--- src/rtl/arbiter_stream_mux_if.sv ---
// rtl/arbiter_stream_mux_if.sv - core FIFO read bus plus output word stream
interface arbiter_stream_mux_if #(
   parameter int NUM_CORES  = 8,
   parameter int DATA_WIDTH = 32
);
   logic [NUM_CORES*DATA_WIDTH-1:0] data_in;
   logic [NUM_CORES-1:0]            valid_in;
   logic [NUM_CORES-1:0]            empty_in;
   logic [NUM_CORES-1:0]            rd_en;
   logic [DATA_WIDTH-1:0]           out_data;
   logic                            out_valid;
   logic                            out_ready;

   modport master (
      input  data_in, valid_in, empty_in, out_ready,
      output rd_en, out_data, out_valid
   );

   modport slave (
      output data_in, valid_in, empty_in, out_ready,
      input  rd_en, out_data, out_valid
   );
endinterface

--- src/rtl/arbiter_stream_mux.sv ---
// rtl/arbiter_stream_mux.sv - drains selected core FIFOs in index order into one stream
// Fixed-count or drain-until-empty bursts, optional trailer word per core.
module arbiter_stream_mux #(
   parameter int NUM_CORES  = 8,
   parameter int DATA_WIDTH = 32,
   parameter int CNT_WIDTH  = 8,
   parameter int IDX_WIDTH  = 3
) (
   input  logic                 clk,
   input  logic                 rst_n,
   input  logic                 start,
   input  logic [NUM_CORES-1:0] core_select,
   input  logic [CNT_WIDTH-1:0] num_words,
   input  logic                 mode,
   input  logic                 trailer_en,
   output logic                 idle,
   output logic                 done,
   arbiter_stream_mux_if.master bus
);
   typedef enum logic [2:0] {S_IDLE, S_SCAN, S_XFER, S_TAIL, S_FLUSH} state_t;

   state_t                r_state, w_next;
   logic [NUM_CORES-1:0]  r_sel;
   logic [CNT_WIDTH-1:0]  r_num, r_issued, r_recv;
   logic                  r_mode, r_trl, r_in_flight, r_done;
   logic [IDX_WIDTH-1:0]  r_idx;
   logic [DATA_WIDTH-1:0] r_buf [4];
   logic [1:0]            r_wp, r_rp;
   logic [2:0]            r_occ;

   logic                  w_last_core, w_issue, w_got, w_pop, w_xfer_end;
   logic                  w_push, w_adv_idx, w_clr_cnt;
   logic [2:0]            w_fill;
   logic [DATA_WIDTH-1:0] w_trailer, w_push_data;

   assign w_last_core = (r_idx == IDX_WIDTH'(NUM_CORES - 1));
   assign w_fill      = r_occ + {2'b00, r_in_flight};
   // Counting the outstanding read against occupancy keeps the 4-entry buffer from overflowing.
   assign w_issue     = (r_state == S_XFER) && (r_issued < r_num) &&
                        !bus.empty_in[r_idx] && (w_fill <= 3'd2);
   assign w_got       = (r_state == S_XFER) && bus.valid_in[r_idx];
   assign w_pop       = (r_occ != 3'd0) && bus.out_ready;
   assign w_xfer_end  = !r_in_flight &&
                        ((r_recv == r_num) || (r_mode && bus.empty_in[r_idx]));
   assign w_trailer   = {1'b1, {(DATA_WIDTH-1-CNT_WIDTH-IDX_WIDTH){1'b0}}, r_idx, r_recv};

   assign bus.rd_en     = w_issue ? ({{(NUM_CORES-1){1'b0}}, 1'b1} << r_idx) : '0;
   assign bus.out_valid = (r_occ != 3'd0);
   assign bus.out_data  = r_buf[r_rp];
   assign idle          = (r_state == S_IDLE);
   assign done          = r_done;

   always_ff @(posedge clk or negedge rst_n) begin
      if (!rst_n) r_state <= S_IDLE;
      else        r_state <= w_next;
   end

   always_comb begin
      w_next      = r_state;
      w_push      = 1'b0;
      w_push_data = w_trailer;
      w_adv_idx   = 1'b0;
      w_clr_cnt   = 1'b0;
      case (r_state)
         S_IDLE: if (start) w_next = S_SCAN;
         S_SCAN: begin
            if (r_sel[r_idx]) begin
               w_clr_cnt = 1'b1;
               w_next    = S_XFER;
            end else if (w_last_core) begin
               w_next = S_FLUSH;
            end else begin
               w_adv_idx = 1'b1;
            end
         end
         S_XFER: begin
            w_push      = w_got;
            w_push_data = bus.data_in[r_idx*DATA_WIDTH +: DATA_WIDTH];
            if (w_xfer_end) begin
               if (r_trl) begin
                  w_next = S_TAIL;
               end else if (w_last_core) begin
                  w_next = S_FLUSH;
               end else begin
                  w_adv_idx = 1'b1;
                  w_next    = S_SCAN;
               end
            end
         end
         S_TAIL: begin
            if (r_occ <= 3'd3) begin
               w_push = 1'b1;
               if (w_last_core) begin
                  w_next = S_FLUSH;
               end else begin
                  w_adv_idx = 1'b1;
                  w_next    = S_SCAN;
               end
            end
         end
         S_FLUSH: if (r_occ == 3'd0) w_next = S_IDLE;
         default: w_next = S_IDLE;
      endcase
   end

   always_ff @(posedge clk or negedge rst_n) begin
      if (!rst_n) begin
         r_sel       <= '0;
         r_num       <= '0;
         r_mode      <= 1'b0;
         r_trl       <= 1'b0;
         r_idx       <= '0;
         r_issued    <= '0;
         r_recv      <= '0;
         r_in_flight <= 1'b0;
         r_done      <= 1'b0;
         r_wp        <= '0;
         r_rp        <= '0;
         r_occ       <= '0;
      end else begin
         r_done <= (r_state == S_FLUSH) && (r_occ == 3'd0);
         if (r_state == S_IDLE && start) begin
            r_sel  <= core_select;
            r_num  <= num_words;
            r_mode <= mode;
            r_trl  <= trailer_en;
            r_idx  <= '0;
         end else if (w_adv_idx) begin
            r_idx <= r_idx + 1'b1;
         end
         if (w_clr_cnt) begin
            r_issued <= '0;
            r_recv   <= '0;
         end else begin
            if (w_issue) r_issued <= r_issued + 1'b1;
            if (w_got)   r_recv   <= r_recv + 1'b1;
         end
         // Read latency is one cycle, so a new issue always supersedes the returning one.
         if (w_issue)    r_in_flight <= 1'b1;
         else if (w_got) r_in_flight <= 1'b0;
         if (w_push) r_wp <= r_wp + 1'b1;
         if (w_pop)  r_rp <= r_rp + 1'b1;
         case ({w_push, w_pop})
            2'b10:   r_occ <= r_occ + 3'd1;
            2'b01:   r_occ <= r_occ - 3'd1;
            default: r_occ <= r_occ;
         endcase
      end
   end

   always_ff @(posedge clk) begin
      if (w_push) r_buf[r_wp] <= w_push_data;
   end
endmodule

--- src/flat_wrapper.sv ---
// flat-port wrapper written by rule: the top's interface ports become plain ports
module arbiter_stream_mux_flat 
#(
   parameter int NUM_CORES  = 8,
   parameter int DATA_WIDTH = 32,
   parameter int CNT_WIDTH  = 8,
   parameter int IDX_WIDTH  = 3
)
  (clk, rst_n, start, core_select, num_words, mode, trailer_en, idle, done, bus_data_in, bus_valid_in, bus_empty_in, bus_out_ready, bus_rd_en, bus_out_data, bus_out_valid);
  arbiter_stream_mux_if #(.NUM_CORES(NUM_CORES), .DATA_WIDTH(DATA_WIDTH)) bus_i ();
  input  logic clk;
  input  logic rst_n;
  input  logic start;
  input  logic [NUM_CORES-1:0] core_select;
  input  logic [CNT_WIDTH-1:0] num_words;
  input  logic mode;
  input  logic trailer_en;
  output logic idle;
  output logic done;
  input wire logic [$bits(bus_i.data_in)-1:0] bus_data_in;
  input wire logic [$bits(bus_i.valid_in)-1:0] bus_valid_in;
  input wire logic [$bits(bus_i.empty_in)-1:0] bus_empty_in;
  input wire logic [$bits(bus_i.out_ready)-1:0] bus_out_ready;
  output wire logic [$bits(bus_i.rd_en)-1:0] bus_rd_en;
  output wire logic [$bits(bus_i.out_data)-1:0] bus_out_data;
  output wire logic [$bits(bus_i.out_valid)-1:0] bus_out_valid;
  assign bus_i.data_in = bus_data_in;
  assign bus_i.valid_in = bus_valid_in;
  assign bus_i.empty_in = bus_empty_in;
  assign bus_i.out_ready = bus_out_ready;
  assign bus_rd_en = bus_i.rd_en;
  assign bus_out_data = bus_i.out_data;
  assign bus_out_valid = bus_i.out_valid;
  arbiter_stream_mux #(.NUM_CORES(NUM_CORES), .DATA_WIDTH(DATA_WIDTH), .CNT_WIDTH(CNT_WIDTH), .IDX_WIDTH(IDX_WIDTH)) u_core (.clk(clk), .rst_n(rst_n), .start(start), .core_select(core_select), .num_words(num_words), .mode(mode), .trailer_en(trailer_en), .idle(idle), .done(done), .bus(bus_i));
endmodule
--- config.mk ---
export PLATFORM = sky130hd
export DESIGN_NAME = arbiter_stream_mux_flat
export DESIGN_NICKNAME = d
export VERILOG_FILES = /design/src/rtl/arbiter_stream_mux_if.sv /design/src/rtl/arbiter_stream_mux.sv /design/src/flat_wrapper.sv
export SDC_FILE = /design/constraint.sdc
export NUM_CORES = 1
export LEC_CHECK = 0
export ABC_AREA = 1
export BUFFER_PORTS_ARGS = -buffer_cell sky130_fd_sc_hd__buf_4
export CAP_MARGIN = 10
export CELL_PAD_IN_SITES_DETAIL_PLACEMENT = 1
export CELL_PAD_IN_SITES_GLOBAL_PLACEMENT = 2
export CORE_MARGIN = 3
export CORE_UTILIZATION = 25
export DETAILED_ROUTE_END_ITERATION = 8
export GPL_TIMING_DRIVEN = 0
export PLACE_DENSITY_LB_ADDON = 0.1
export SLEW_MARGIN = 10
export SYNTH_ARGS = -nofsm -noshare
export SYNTH_HDL_FRONTEND = slang
export SYNTH_SLANG_ARGS = --single-unit
--- constraint.sdc ---
create_clock -name clk -period 3.1 [get_ports clk]
set_clock_uncertainty 0.15 [all_clocks]
set_input_delay 0.465 -clock clk [delete_from_list [all_inputs] [get_ports clk]]
set_output_delay 0.465 -clock clk [all_outputs]
set_load 0.005 [all_outputs]
# [Yosys cells after proc, flatten, opt, wreduce, memory -nomap -nowiden]
# Memory sizes are Yosys's and may differ from the RTL's.
# Cells that the tools add are included.
[totals] out_inout_bits=43 romBits=0 wordCells=100 ram_bits=128 latchBits=0 n_memories=1 in_bits=294 reg_bits=49
[classes] n_addsub=8 shift=2 n_reduce_logical=21 mul=0 bitwise_logic=0 n_div=0 n_lt_le_gt_ge=4 n_eq_ne=13 muxes=38
[memory_table] memory="u_core.r_buf" depth=4 width=32 read_ports=1 rd_clocked_by_memory_dff=0 wr=1 line_no="arbiter_stream_mux.sv:27" source="logic [DATA_WIDTH-1:0] r_buf [4];"
[op_table] op="indexed part select 256 x 9 -> 32 bit" count=1
[op_table] op="two-way mux 8 bit" count=5
[op_table] op="two-way mux 32 bit" count=1
[op_table] op="two-way mux 3 bit" count=10
[op_table] op="adder 8 x 1 -> 8 bit (second input constant)" count=2
[op_table] op="two-way mux 1 bit" count=15
[op_table] op="case mux 3 bit (5 select lines)" count=1
[op_table] op="nonzero test 2 bit" count=5
[op_table] op="binary-select mux 1 bit (select 3 bit)" count=3
[op_table] op="logical AND 1 bit" count=9
[op_table] op="equality test 8 bit" count=1
[op_table] op="less-than comparator 8 bit" count=1
[op_table] op="<< shifter 1 x 3 -> 8 bit (first input constant)" count=1
[op_table] op="adder 3 x 1 -> 3 bit (second input constant)" count=2
[op_table] op="equality test 3 x 2 -> 1 bit (second input constant)" count=2
[op_table] op="equality test 3 bit (second input constant)" count=2
[op_table] op="less-or-equal comparator 3 x 2 -> 1 bit (second input constant)" count=2
[op_table] op="zero test 3 bit" count=2
[op_table] op="!= test 2 x 1 -> 1 bit (second input constant)" count=3
[op_table] op="case mux 3 bit (2 select lines)" count=1
[op_table] op="AND reduction 5 bit" count=1
[op_table] op="adder 2 x 1 -> 2 bit (second input constant)" count=2
[op_table] op="less-than comparator 3 x 4 -> 1 bit (second input constant)" count=1
[op_table] op="adder 3 x 1 -> 3 bit" count=1
[op_table] op="11 further kinds" count=12

# [Longest topological paths before layout]
# Gate-level depths: netlist (run 1).
[logic_depth] depth_word=9 depth_mapped=15 ltp_nobuf=14

# [Least setup slack after synthesis (run 1)]
# Ideal clock, no wire load.
[synth_timing] kind="register to register" startpoint="reg u_core.r_idx[0]" endpoint="reg u_core.r_occ[2]" setup_ns=0.131 path_buffers=2 arrival_ns=2.277 synth_period_minus_slack_ns=2.558 path_slack_ns=0.542 path_stages_with_launch=16 t_required_ns=2.819 path_cell_list="dfrtp_1 buf_6 buf_4 o21ai_0 o22ai_1 nand2_1 nand2_2 inv_2 o21ai_4 inv_1 ha_1 inv_1 fa_1 a21oi_1 o21ai_0 xor2_1"
[synth_via] elab_chain_len=6 word_cells_on_any_way=8 classes_between="eq/ne: 2; mux: 4; reduce/logical: 2"
[synth_lines] element="start: declaration" line_no="arbiter_stream_mux.sv:26" source="logic [IDX_WIDTH-1:0] r_idx;"
[synth_lines] element="start signal: assignment" line_no="arbiter_stream_mux.sv:129" source="r_idx <= r_idx + 1'b1;"
[synth_lines] element="binary-select mux 1 bit (select 3 bit) (*)" line_no="arbiter_stream_mux.sv:41" source="assign w_got = (r_state == S_XFER) && bus.valid_in[r_idx];"
[synth_lines] element="two-way mux 1 bit (implied by the code) (*)" line_no="arbiter_stream_mux.sv:41"
[synth_lines] element="logical AND 1 bit (*)" line_no="arbiter_stream_mux.sv:41"
[synth_lines] element="case mux 1 bit (2 select lines) (*)" line_no="arbiter_stream_mux.sv:64" source="case (r_state)"
[synth_lines] element="equality test 2 x 1 -> 1 bit / equality test 2 bit (equally long branches)" line_no="arbiter_stream_mux.sv:143" source="case ({w_push, w_pop})"
[synth_lines] element="case mux 3 bit (2 select lines) / nonzero test 2 bit (equally long branches)"
[synth_lines] element="end signal: assignment" line_no="arbiter_stream_mux.sv:144" source="2'b10: r_occ <= r_occ + 3'd1;"
[synth_lines] element="end signal: assignment" line_no="arbiter_stream_mux.sv:145" source="2'b01: r_occ <= r_occ - 3'd1;"
[synth_lines] element="end signal: assignment" line_no="arbiter_stream_mux.sv:146" source="default: r_occ <= r_occ;"
[synth_lines] element="end: declaration" line_no="arbiter_stream_mux.sv:29" source="logic [2:0] r_occ;"
# Every way passes the cells marked *; elsewhere a longest branch is shown, timed or not. The select of a mux whose other input is x is not followed.
# A chain may end at the register's enable or synchronous reset.

# [Worst setup path after layout (run 1)]
[layout_timing] startpoint="reg u_core.r_occ[0]" endpoint="out bus_rd_en[1]"
[layout_via] elab_chain_len=4
[layout_lines] element="adder 3 x 1 -> 3 bit" line_no="arbiter_stream_mux.sv:37" source="assign w_fill = r_occ + {2'b00, r_in_flight};"
[layout_lines] element="less-or-equal comparator 3 x 2 -> 1 bit" line_no="arbiter_stream_mux.sv:40" source="!bus.empty_in[r_idx] && (w_fill <= 3'd2);"
[layout_lines] element="logical AND 1 bit" line_no="arbiter_stream_mux.sv:40"
[layout_lines] element="two-way mux 8 bit" line_no="arbiter_stream_mux.sv:47" source="assign bus.rd_en = w_issue ? ({{(NUM_CORES-1){1'b0}}, 1'b1} << r_idx) : '0;"
[layout_lines] element="end: declaration" line_no="flat_wrapper.sv:24" source="output wire logic [$bits(bus_i.rd_en)-1:0] bus_rd_en;"
# Every way passes these cells.

==> impl_metrics.tcl, run 1 <==
set metrics [dict create \
    run_status "complete, no violations" \
    clk_path_buf_depth 2 \
    io_pins 337 \
    ys_async_sr_fraction_pct 27.7 \
    fp.dieH_um 206 \
    grt_pass1_vias 10542 \
    grt_overflow 0 \
    io_buffers 336 \
    critPathKind "reg2out" \
    dieArea_um2 42500 \
    final_hold_viol_count 0 \
    relSlewSlack_pct 34.1 \
    htreeDepth 4 \
    worst_setup_path_start_kind "register" \
    nets 1834 \
    vias_per_cell 4.94 \
    synthesis.area_um2 10000 \
    grt_use_total_pct 22.3 \
    arrival_ps 2380 \
    place_ws_ps 101 \
    dieWidth_um 206 \
    rsz0062_at_grt "yes" \
    ys_warn_count 0 \
    setup_violations 0 \
    synthFlopType "edfxtp_1" \
    tightest_slew_ps 989 \
    place_hpwl_um 37700 \
    drive_above_1_share_pct 29.7 \
    fill_cells 4683 \
    slew_viol_final 0 \
    finalPower_mw 12.0 \
    p_leak_nw 5.92 \
    synthCells 1152 \
    ys_seq_area_share_pct 50.6 \
    core_area_um2 39100 \
    critPathMaxFanout 7 \
    design_area_um2 14000 \
    ys_types 41 \
    avgSynthCellArea_um2 8.69 \
    hold-worst-slack_ps 91.1 \
    hold_class "in2reg" \
    vias 10136 \
    gp_congestion 0.834 \
    antenna_left 0 \
    drt_iter0_drc 632 \
    endpoint_kind "output pin" \
    fin_util_pct 35.8 \
    root_buffer "clkbuf_16" \
    place_area_um2 13300 \
    post-route-period-util_pct 96.5 \
    syn-num-nets 1469 \
    ir_drop_uv 450 \
    clock_latency_ps 450 \
    tritoncts "done" \
    syn_to_final_growth_pct 39.7 \
    start_util_pct 25.6 \
    grt_max_degree 50 \
    rows 72 \
    grt_pass1_wl_um 69300 \
    numCtsBuffers 17 \
    numClockSinks 177 \
    synth_edf_count 128 \
    dr.pass1.iters 5 \
    path_clk_slew_ps 80 \
    post-route-drc-count 0 \
    power_density_nw_per_um2 856 \
    worst_slack_ps 110 \
    wl_um 48000 \
    crit_required_ps 2480 \
    fin_crit_ps 2990 \
    ys_ff_latch 177 \
    clock.fmax_mhz 334 \
    antenna_found_initial 2 \
    maxCapViolations 0 \
    post_drt_wl_per_cell_um 23.4 \
]
## cells by family after synthesis
| logic type | after synthesis | synth area share [%] |
|---|---|---|
| xor gates and xnor gates | 10 | 0.875 |
| muxes | 7 | 0.787 |
| DFF | 177 | 50.6 |
| AOI/OAI and AO/OA | 377 | 21.5 |
| and+or+nand+nor | 400 | 16.6 |
| adders and majority gates | 23 | 2.95 |
| buffers and inverters | 158 | 6.60 |
## synth_stat cells (2+ instances only)
master    instances  area share, %
buf_2            17           0.85
buf_4             5           0.37
clkbuf_1         54            2.0
nand3_4           2           0.35
nand2_2           4           0.25
ha_1             22            2.7
nand2_1         102            3.8
o22ai_1          94            5.9
o21ai_0         206             10
dfrtp_1          49             12
or2_2             2           0.12
a21oi_1          21            1.0
a22o_1           21            1.8
inv_2             9           0.34
o21ai_2           3           0.26
nor2_1          231            8.7
o211ai_1         10           0.75
inv_1            69            2.6
buf_6             2           0.22
nor3_1            8           0.40
o221ai_1          4           0.35
o21ai_1          14           0.70
mux2_2            7           0.79
nand3_1          32            1.6
nand4_1          12           0.75
xnor2_1           5           0.44
nor4_1            2           0.12
edfxtp_1        128             38
xor2_1            5           0.44
## final timing paths
path                            depth (start not counted)           endpoint       startpoint  slack, ps
worst min-delay path                                    2    u_core.r_num[0]     num_words[0]         90
worst min register to register                          1      u_core.r_mode    u_core.r_mode        360
worst max-delay path                                   10       bus_rd_en[1]  u_core.r_occ[0]        110
min in group asynchronous                               2   u_core.r_recv[6]            rst_n        490
max in group asynchronous                               2  u_core.r_state[2]            rst_n       1780
worst max register to register                         15    u_core.r_occ[2]  u_core.r_idx[0]        140
## layout by cell type, fill, tap and decap left out, types with 7 or more instances in the layout
master       n
buf_4      348
nor2_1     230
o21ai_0    205
edfxtp_1   128
nand2_1    100
o22ai_1     92
inv_1       65
dfrtp_1     49
clkbuf_1    45
nand3_1     32
a21oi_1     21
a22o_1      21
ha_1        20
clkbuf_16   17
o21ai_1     15
buf_2       15
inv_2       13
nand4_1     12
o211ai_1    10
nor3_1       8
clkbuf_2     7
mux2_2       7
## per-stage QoR
step / TNS, ps / std cells
after CTS: 0 / 2046
after global placement: -67530 / 2006
after floorplan: 0 / 1152
after global routing: -101 / 2050
after detailed placement: 0 / 2010
final: 0 / 2051
## worst max-delay path, cell delays in order, from the launching register on
cell     delay (ps)
dfrtp_1         410
ha_2            190
ha_2            190
a21oi_2         140
nand2_2          90
nor4_4          310
nand3_4         170
inv_2           100
nand2_2          80
nor2_1          120
buf_4           120
## metal layers
metal / wire, um / global-route usage [%] / part of all wire, %
met5: 0 / 0 / 0
met4: 759 / 5.19 / 1.6
met3: 2010 / 4.06 / 4.2
met2: 22200 / 35.2 / 46
met1: 23000 / 32.0 / 48
## state kept, by name, summed over array words and instances, names as in the netlist
name                cells
u_core.r_buf          128
u_core.r_issued         8
u_core.r_num            8
u_core.r_recv           8
u_core.r_sel            8
u_core.r_idx            3
u_core.r_occ            3
u_core.r_state          3
u_core.r_rp             2
u_core.r_wp             2
u_core.done             1
u_core.r_in_flight      1
u_core.r_mode           1
u_core.r_trl            1
## power breakdown
group | internal, mW | leakage [nW] | total, mW | switching, mW
Combinational | 2.14 | 3.83 | 6.27 | 4.12
Clock | 1.17 | 0.303 | 2.27 | 1.10
Sequential | 3.19 | 1.79 | 3.44 | 0.250
## layout make-up
class / instances / area [um^2] / share of cell area [%]
clock buffer: 17 / 425 / 3.04
clock inverter: 15 / 188 / 1.34
sequential: 177 / 5070 / 36.2
timing repair buffer: 348 / 2670 / 19.1
antenna: 3 / 7.51 / 0.0537
tap: 518 / 648 / 4.63
buffer: 77 / 373 / 2.67
multi-input combinational: 817 / 4310 / 30.8
inverter: 79 / 298 / 2.13
## repair_timing
action,CTS,global route
cloned,0,0
pin swaps,3,4
gates resized for setup,5,21
hold buffers,1,0
setup endpoints to repair,17,37
hold endpoints to repair,49,0
setup buffers,5,2
(Power assumes the default switching activity.)
==> inputs of run 2 (changes only) <==
--- a/config.mk
+++ b/config.mk
@@ -5,11 +5,11 @@
 export SDC_FILE = /design/constraint.sdc
 export NUM_CORES = 1
 export LEC_CHECK = 0
-export ABC_AREA = 1
 export BUFFER_PORTS_ARGS = -buffer_cell sky130_fd_sc_hd__buf_4
 export CAP_MARGIN = 10
 export CELL_PAD_IN_SITES_DETAIL_PLACEMENT = 1
 export CELL_PAD_IN_SITES_GLOBAL_PLACEMENT = 2
+export CORE_ASPECT_RATIO = 1.2
 export CORE_MARGIN = 3
 export CORE_UTILIZATION = 25
 export DETAILED_ROUTE_END_ITERATION = 8
==> constraint.sdc (replaced) <==
create_clock -name clk -period 2.4 [get_ports clk]
set_clock_uncertainty 0.15 [all_clocks]
set_input_delay 0.36 -clock clk [delete_from_list [all_inputs] [get_ports clk]]
set_output_delay 0.36 -clock clk [all_outputs]
set_load 0.005 [all_outputs]
==> impl_metrics.tcl, run 2 <==
set metrics [dict create \
    max_flop_register "u_core.r_buf" \
    synthCells 687 \
    layout.cells.non_filler 1609 \
    synthXorXnorAreaFrac_pct 1.91 \
    critPathKind "reg2out" \
    syn_to_final_growth_pct 58.3 \
    htreeDepth 4 \
    fin_util_pct 40.2 \
    n_antenna_cell 0 \
    ys_ff_latch 177 \
    synth_area_leaders "edfxtp_1, mux4_2, dfrtp_1, nand2_1, ha_1" \
    fp.dieH_um 221 \
    ys_warn_count 0 \
    gp_congestion 0.848 \
    grt_overflow 0 \
    maxCapViolations 0 \
    post-route-period-util_pct 119 \
    yosysMostFrequentCell "edfxtp_1" \
    ys_seq_area_share_pct 52.7 \
    power_density_nw_per_um2 1120 \
    synth_commonest_cells "edfxtp_1, nand2_1, mux4_2" \
    dr.pass1.iters 4 \
    place_ws_ps -1380 \
    synth.area.mux_share_pct 24.5 \
    arrival_ps 2340 \
    clk_path_buf_depth 2 \
    io_pins 337 \
    start_util_pct 25.4 \
    drt_iter0_drc 342 \
    place_hpwl_um 30100 \
    drive_above_1_share_pct 60.5 \
    crit_chain "buf_4 -> inv_4 -> clkbuf_1 -> and3_4 -> buf_6" \
    yosys.area.top_type "edfxtp_1" \
    post_drt_wl_per_cell_um 24.4 \
    path_clk_slew_ps 80 \
    tightest_slew_ps 1100 \
    ys_types 49 \
    nets 1433 \
    slew_viol_final 0 \
    io_buffers 336 \
    worst_slack_ps -448 \
    synthesis.area_um2 9610 \
    vias_per_cell 4.75 \
    avgSynthCellArea_um2 14.0 \
    dieWidth_um 185 \
    antenna_found_initial 0 \
    fin_crit_ps 2850 \
    setup_violations 271 \
    crit_required_ps 1890 \
    finalPower_mw 17.1 \
    ir_drop_uv 595 \
    core_area_um2 37900 \
    slowest_stage "clkbuf_1" \
    dp.cells 1507 \
    synth_edf_count 128 \
    violations "negative setup slack" \
    endpoint_kind "output pin" \
    wl_um 39300 \
    antenna_left 0 \
    synth_top_family_by_area "multiplexers" \
    p_leak_nw 6.07 \
    synthFlopType "edfxtp_1" \
    root_buffer "clkbuf_16" \
    grt_use_total_pct 19.4 \
    hold_class "in2reg" \
    largest_reg_flops 128 \
    rsz0062_at_grt "yes" \
    post-route-drc-count 0 \
    slowest_delay_ps 680 \
    yosysTopAreaCellShare_pct 40.0 \
    final_cell_mix "buf_4, edfxtp_1, mux4_2" \
    final_hold_viol_count 0 \
    synth_compound_area_share_pct 4.92 \
    clock_latency_ps 430 \
    clock.fmax_mhz 351 \
    hold-worst-slack_ps 139 \
    relSlewSlack_pct 26.7 \
    rows 78 \
    worst_setup_path_start_kind "register" \
    vias 7646 \
    numClockSinks 177 \
    dieArea_um2 40900 \
    syn-num-nets 1004 \
    layout_commonest_cell "buf_4" \
    grt_pass1_wl_um 57900 \
    numCtsBuffers 17 \
    synth_adder_area_share_pct 3.07 \
    ys_async_sr_fraction_pct 27.7 \
    critPathMaxFanout 10 \
    tritoncts "done" \
    synth-simple-area-share_pct 9.88 \
    run_status "finished with violations" \
    grt_pass1_vias 8635 \
    grt_max_degree 50 \
]
-- run 2: changes by cell type after synthesis, moves of 14 or more --
cell / delta
a22o_1: -20
o21ai_0: -186
inv_1: -50
nand3_1: -21
clkbuf_1: -28
o21ai_1: -14
nor2_1: -205
mux4_2: +98
o22ai_1: -92
-- run 2: cell families (layout without fill, tap and decap cells) --
| group | count (synthesis) | in the layout |
|---|---|---|
| fa+ha+maj | 23 | 23 |
| mux | 112 | 112 |
| compound gates | 79 | 79 |
| flops | 177 | 177 |
| xor+xnor | 21 | 21 |
| buf+inv | 69 | 510 |
| simple gates | 206 | 207 |
-- run 2: path summary, 6_finish.rpt --
path	startpoint	to	slack (ps)	cells after the start
worst max-delay path	u_core.r_idx[2]	bus_rd_en[2]	-450	5
worst min-delay path	start	u_core.r_idx[0]	140	4
worst max register to register	u_core.r_idx[0]	u_core.r_occ[2]	-410	11
worst min register to register	u_core.r_sel[7]	u_core.r_sel[7]	330	2
max in group asynchronous	rst_n	u_core.r_rp[0]	1190	2
min in group asynchronous	rst_n	u_core.r_num[2]	350	2
-- run 2: through the flow --
stage	setup TNS, ps	instance area (um^2)
2_1_floorplan	-46920	9660
3_3_place_gp	-361970	12800
3_5_place_dp	-242490	12900
4_1_cts	-74470	15100
5_1_grt	-74520	15200
6_report	-53080	15200
-- run 2: area by class of cell --
cell class / instances / area, um^2
fillers: 3980 / 22600
flip-flops and latches: 177 / 5070
multi-input cells: 442 / 4870
repair buffers: 416 / 3610
well taps: 480 / 601
clock buffers: 18 / 429
plain buffers: 42 / 384
clock inverters: 14 / 168
inverters: 20 / 77.6
-- run 2: repair_timing --
item,CTS,global route
cloned,10,1
hold buffers,19,0
resized for setup,213,53
pin swaps,26,31
endpoints found under the hold margin,67,0
setup endpoints to repair,333,309
buffers inserted,47,4
-- run 2: metal layers --
layer | GRT usage (%) | share of wire (%) | vias up
met4 | 4.29 | 1.4 | 0
met3 | 2.43 | 3.1 | 24
met1 | 25.0 | 41 | 3926
met2 | 34.7 | 54 | 170
met5 | 0 | 0 | -
li1 | - | - | 3526
-- run 2: where the power goes --
group / total (mW) / leakage (nW) / switching [mW] / internal (mW)
sequential: 4.60 / 1.81 / 0.359 / 4.24
clock: 2.78 / 0.289 / 1.37 / 1.41
combinational: 9.72 / 3.98 / 4.90 / 4.82
-- run 2: critical path, delay by kind of cell, from the launching register on --
family | cells | cell delay [ps]
flops | 1 | 390
buf+inv | 4 | 1180
simple gates | 1 | 340
